==> src/rtl/rf_pkg.sv <==
// Shared constants and helpers for the multi-port register file.
package rf_pkg;

    localparam int unsigned DATA_W_DEF = 32;
    localparam int unsigned ADDR_W_DEF = 5;

    localparam logic [DATA_W_DEF-1:0] ZERO_WORD = '0;
    localparam logic [ADDR_W_DEF-1:0] ZERO_ADDR = '0;

    // Low bit index of lane idx in a bus packed as lanes of the given width.
    function automatic int unsigned slice_lo(input int unsigned idx, input int unsigned width);
        return idx * width;
    endfunction

endpackage

==> src/rtl/rf_read_port.sv <==
// One read port: reset/zero/disable/bypass/storage priority mux plus operand-pending flag.
module rf_read_port
    import rf_pkg::*;
#(
    parameter int unsigned DATA_W = DATA_W_DEF,
    parameter int unsigned ADDR_W = ADDR_W_DEF,
    parameter int unsigned NWR    = 2
) (
    input  logic                  i_rst,
    input  logic                  i_re,
    input  logic [ADDR_W-1:0]     i_raddr,
    input  logic [NWR-1:0]        i_we,
    input  logic [NWR*ADDR_W-1:0] i_waddr,
    input  logic [NWR*DATA_W-1:0] i_wdata,
    input  logic [DATA_W-1:0]     i_stored,
    input  logic                  i_busy,
    output logic [DATA_W-1:0]     o_rdata,
    output logic                  o_rbusy
);

    logic              w_hit;
    logic [DATA_W-1:0] w_byp;
    logic              w_zero;

    assign w_zero = (i_raddr == ADDR_W'(ZERO_ADDR));

    // Bypass search: later (higher-index) write ports override earlier ones.
    always_comb begin
        w_hit = 1'b0;
        w_byp = DATA_W'(ZERO_WORD);
        for (int i = 0; i < int'(NWR); i++) begin
            if (i_we[i] && (i_waddr[slice_lo(i, ADDR_W) +: ADDR_W] == i_raddr)) begin
                w_hit = 1'b1;
                w_byp = i_wdata[slice_lo(i, DATA_W) +: DATA_W];
            end
        end
    end

    // Read data priority mux and pending flag; a same-cycle writeback satisfies the operand.
    always_comb begin
        o_rdata = DATA_W'(ZERO_WORD);
        o_rbusy = 1'b0;
        if (i_rst || w_zero || !i_re) begin
            o_rdata = DATA_W'(ZERO_WORD);
        end else if (w_hit) begin
            o_rdata = w_byp;
        end else begin
            o_rdata = i_stored;
        end
        if (!i_rst && i_re && !w_zero && i_busy && !w_hit) begin
            o_rbusy = 1'b1;
        end
    end

endmodule

==> src/rtl/regfile_mp.sv <==
// Multi-port register file with write bypass and a per-register busy scoreboard.
module regfile_mp
    import rf_pkg::*;
#(
    parameter int unsigned DATA_W = DATA_W_DEF,
    parameter int unsigned ADDR_W = ADDR_W_DEF,
    parameter int unsigned NRD    = 2,
    parameter int unsigned NWR    = 2
) (
    input  logic                  i_clk,
    input  logic                  i_rst,
    input  logic [NWR-1:0]        i_we,
    input  logic [NWR*ADDR_W-1:0] i_waddr,
    input  logic [NWR*DATA_W-1:0] i_wdata,
    input  logic [NRD-1:0]        i_re,
    input  logic [NRD*ADDR_W-1:0] i_raddr,
    output logic [NRD*DATA_W-1:0] o_rdata,
    output logic [NRD-1:0]        o_rbusy,
    output logic                  o_stall,
    input  logic                  i_bset,
    input  logic [ADDR_W-1:0]     i_baddr
);

    localparam int unsigned DEPTH = 2 ** ADDR_W;

    logic [DATA_W-1:0] r_mem [DEPTH];
    logic [DEPTH-1:0]  r_busy;
    logic [DEPTH-1:0]  w_busy_d;
    logic [ADDR_W-1:0] w_waddr [NWR];
    logic [DATA_W-1:0] w_wdata [NWR];

    for (genvar i = 0; i < int'(NWR); i++) begin : g_wr_unpack
        assign w_waddr[i] = i_waddr[i*ADDR_W +: ADDR_W];
        assign w_wdata[i] = i_wdata[i*DATA_W +: DATA_W];
    end

    // Storage update; writes are applied in port order so the higher index wins.
    always_ff @(posedge i_clk or posedge i_rst) begin
        if (i_rst) begin
            for (int k = 0; k < int'(DEPTH); k++) begin
                r_mem[k] <= DATA_W'(ZERO_WORD);
            end
        end else begin
            for (int i = 0; i < int'(NWR); i++) begin
                if (i_we[i] && (w_waddr[i] != ADDR_W'(ZERO_ADDR))) begin
                    r_mem[w_waddr[i]] <= w_wdata[i];
                end
            end
        end
    end

    // Scoreboard next state: writebacks clear, then a new issue sets (set wins).
    always_comb begin
        w_busy_d = r_busy;
        for (int i = 0; i < int'(NWR); i++) begin
            if (i_we[i] && (w_waddr[i] != ADDR_W'(ZERO_ADDR))) begin
                w_busy_d[w_waddr[i]] = 1'b0;
            end
        end
        if (i_bset && (i_baddr != ADDR_W'(ZERO_ADDR))) begin
            w_busy_d[i_baddr] = 1'b1;
        end
    end

    // Scoreboard register.
    always_ff @(posedge i_clk or posedge i_rst) begin
        if (i_rst) begin
            r_busy <= '0;
        end else begin
            r_busy <= w_busy_d;
        end
    end

    for (genvar j = 0; j < int'(NRD); j++) begin : g_rd
        logic [ADDR_W-1:0] w_ra;
        assign w_ra = i_raddr[j*ADDR_W +: ADDR_W];

        rf_read_port #(
            .DATA_W (DATA_W),
            .ADDR_W (ADDR_W),
            .NWR    (NWR)
        ) u_rd (
            .i_rst    (i_rst),
            .i_re     (i_re[j]),
            .i_raddr  (w_ra),
            .i_we     (i_we),
            .i_waddr  (i_waddr),
            .i_wdata  (i_wdata),
            .i_stored (r_mem[w_ra]),
            .i_busy   (r_busy[w_ra]),
            .o_rdata  (o_rdata[j*DATA_W +: DATA_W]),
            .o_rbusy  (o_rbusy[j])
        );
    end

    assign o_stall = |(i_re & o_rbusy);

endmodule

==> config.mk <==
export PLATFORM = sky130hd
export DESIGN_NAME = regfile_mp
export DESIGN_NICKNAME = d
export VERILOG_FILES = /design/src/rtl/rf_pkg.sv /design/src/rtl/rf_read_port.sv /design/src/rtl/regfile_mp.sv
export SDC_FILE = /design/constraint.sdc
export NUM_CORES = 2
export LEC_CHECK = 0
export CAP_MARGIN = 30
export CORE_MARGIN = 1
export CORE_UTILIZATION = 45
export CTS_BUF_LIST = sky130_fd_sc_hd__clkbuf_16
export CTS_CLUSTER_DIAMETER = 60
export DETAILED_ROUTE_END_ITERATION = 6
export REMOVE_ABC_BUFFERS = 1
export SETUP_SLACK_MARGIN = 0.05
export SLEW_MARGIN = 0
export SYNTH_ARGS = -nofsm -noshare
export SYNTH_HDL_FRONTEND = slang
export SYNTH_SLANG_ARGS = --single-unit
export TNS_END_PERCENT = 30
==> constraint.sdc <==
create_clock -name i_clk -period 57.2 [get_ports i_clk]
set_clock_uncertainty 0.15 [all_clocks]
set_input_delay 5.72 -clock i_clk [delete_from_list [all_inputs] [get_ports i_clk]]
set_output_delay 5.72 -clock i_clk [all_outputs]
set_load 0.02 [all_outputs]
==> out/qor.csv <==
metric,value,unit
cts_tree,built,
fin_util,50.55,%
drc,21,
clkTransAtPathRegs,0.06,ns
vias,56952,
start_kind,input pin,
power.density,35.02,nW/um^2
fillCellCount,13110,
floorplan.die_area,148500,sq um
async_flop_share,100.0,%
initial_core_util,45.39,%
critPathMaxFanout,32,
syn_area_per_cell,10.05,sq um
grt_pass1_vias,53651,
synth_area_leaders,"dfrtp_1 40%, mux2i_1 17%, mux4_2 14%, a21oi_1 6.3%, nor2_1 5.0%",
fp.dieH,385.4,microns
cp_top_family,buffers and inverters,
holdPathEnd,r_mem[1006],
cts_root_buf,clkbuf_16,
synth_top_cell_area_share,39.95,%
synth_edf_count,0,
setup_violations,0,
power_switching_share,31.72,%
slowest_stage,buf_4,
syn_inst,6579,
synth-seq-cells,1056,
top_layer,met5,
relSlewSlack,26.12,%
holdWs,0.2501,ns
fin_setup_tns,0,ns
slowest_delay,0.80,ns
leakagePower,0.03196,uW
drv_slew,0,
p_int,1762,uW
pin_count,163,
violations,design-rule violations,
reg2reg_from,r_mem[672],
vdd_drop_max,0.03590,mV
power,2580,uW
place.gp.congestion,0.9201,
drv_cap,0,
cp-startpoint,i_raddr[3],
holdPathStages,0,
grt_max_degree,154,
drt_iter0_drc,9047,
r2r_slack,56.17,ns
finalHoldViolCount,0,
path_cells,clkdlybuf4s50_1 > buf_4 > nand2b_4 > buf_4 > nor2_1 > a22oi_1 > nand2_1 > or3_1 > a21oi_1 > clkdlybuf4s50_1,
finalCritPeriodShare,28.71,%
p_sw,818.4,uW
worst_pin_slew,1.107,ns
wire_per_inst,34.54,microns
drt_first_pass_iters,7,
fmax,0.06090,GHz
wl_met2,119.8,mm
wl_met1,108.7,mm
seq_area_frac_synth,39.95,%
synth.area.mux_share,30.87,%
synth_adder_area_share,0,%
path_buf_inv,4,
rows,140,
grt_pass1_wl,402.6,mm
yosys.area.top_type,dfrtp_1,
clk_latency,0.82,ns
synth_compound_area_share,14.74,%
yosysMostFrequentCell,mux2i_1,
clkPwrFrac,32.9,%
holdCritPathClass,flop to flop,
dp_cells,8001,
pwr-share-comb,24.3,%
final_antenna_net_count,0,
ctsHoldBuffers,0,
min_period,16.42,ns
viasPerCell,6.898,
worst_setup_path_end_kind,output pin,
io_buffers,162,
synth_common_cells,"1104 x mux2i_1, 1056 x dfrtp_1, 882 x nor2_1",
post_cts_resized,0,
ys_warn_count,0,
hp-start,r_mem[1006],
reg2regPathDepth,2,
crit_arrival,10.55,ns
wl_met3,37.68,mm
htreeDepth,4,
ff_latch_area,26430,sq um
power.share.sequential,42.8,%
final_nets,6330,
synth_top_family_by_area,multiplexers,
numCtsBuffers,137,
reg2reg_to,r_mem[672],
post_cts_buffers,0,
cts_buffer_depth,3,
drive_above_1_share,15.04,%
grt_use_total,37.93,%
synth_cell_types,55,
area_growth,11.38,%
coreArea,145700,sq um
grt_setup_unrepaired,false,
yosys.area_share.simple,8.604,%
clock-sinks,1056,
status,"finished, violations left",
critical_path_required,51.33,ns
synth_area,66150,sq um
die_w,385.4,microns
overflow,0,
dp_hpwl,159.7,mm
antenna_found_initial,9,
routed_wl,285.2,mm
synth-xor-area-share,0.2648,%
multi_input_area,36570,sq um
layoutNonFillerInstCount,8256,
synth_flop_cell,dfrtp_1,
critPathKind,input pin to output pin,
-- worst register-to-register path: stages (launching register included) --
cell and delay, ns:
dfrtp_1 0.44, a32oi_1 0.19, o21ai_0 0.10
-- worst max-delay path by stage --
stage | to | slack [ns] | depth (start not counted)
2_1_floorplan | o_stall | 20.09 | 5
3_3_place_gp | o_rdata[58] | 40.81 | 10
3_5_place_dp | o_rdata[46] | 41.11 | 10
4_1_cts | o_rdata[46] | 41.10 | 10
5_1_grt | o_rdata[14] | 40.87 | 10
6_report | o_rdata[14] | 40.78 | 10
-- layout make-up --
| type | instances | share of cell area, % |
|---|---|---|
| Antenna cell | 3 | 0.01019 |
| Clock inverter | 98 | 0.9731 |
| Inverter | 14 | 0.08152 |
| Multi-Input combinational cell | 4637 | 49.64 |
| Clock buffer | 143 | 4.857 |
| Tap cell | 1917 | 3.256 |
| Sequential cell | 1056 | 35.87 |
| Timing Repair Buffer | 388 | 5.319 |
-- flip-flops by register name, summed over array words and instances, names as in the netlist --
name and cells:
r_busy 32, r_mem 1024
-- power by group through the flow --
stage / Clock [uW] / Sequential (uW) / Combinational, uW
finish: 849 / 1100 / 626
floorplan: 0 / 1060 / 442
global route: 878 / 1120 / 676
CTS: 851 / 1090 / 617
global placement: 0 / 1090 / 600
detailed placement: 0 / 1100 / 617
-- logic make-up after synthesis --
kind of cell    count (synthesis)
compound gates               1655
xor+xnor                       20
buf+inv                       886
flops                        1056
mux                          1538
simple gates                 1424
-- layout by cell type, fill, tap and decap left out, types with 20 or more instances in the layout --
cell / count
a21oi_1: 835
a22oi_1: 61
nand2_4: 36
clkbuf_16: 143
a32oi_1: 76
inv_1: 40
o211ai_1: 58
buf_4: 195
nand3_1: 20
nand2_1: 372
o21ai_0: 292
o22a_1: 24
a31oi_1: 41
nor2_1: 866
clkdlybuf4s50_1: 153
mux2_2: 36
clkinv_1: 26
a32o_1: 20
dfrtp_1: 1056
a221oi_1: 31
mux4_2: 398
buf_16: 25
o221ai_1: 92
o22ai_1: 105
mux2i_1: 1104
-- stage by stage --
stage	instance area, sq um	setup slack, ns
floorplan	62510	20.09
global placement	68550	40.81
detailed placement	69100	41.11
CTS	73400	41.10
global route	73670	40.87
finish	73680	40.78
-- layer usage --
| metal | up-vias | global-route usage (%) |
|---|---|---|
| met3 | 1034 | 13.22 |
| met5 | - | 0 |
| met1 | 28315 | 50.31 |
| met2 | 4248 | 53.71 |
| li1 | 23345 | - |
| met4 | 10 | 21.65 |
Note: power is estimated with default switching activity, not from simulation.
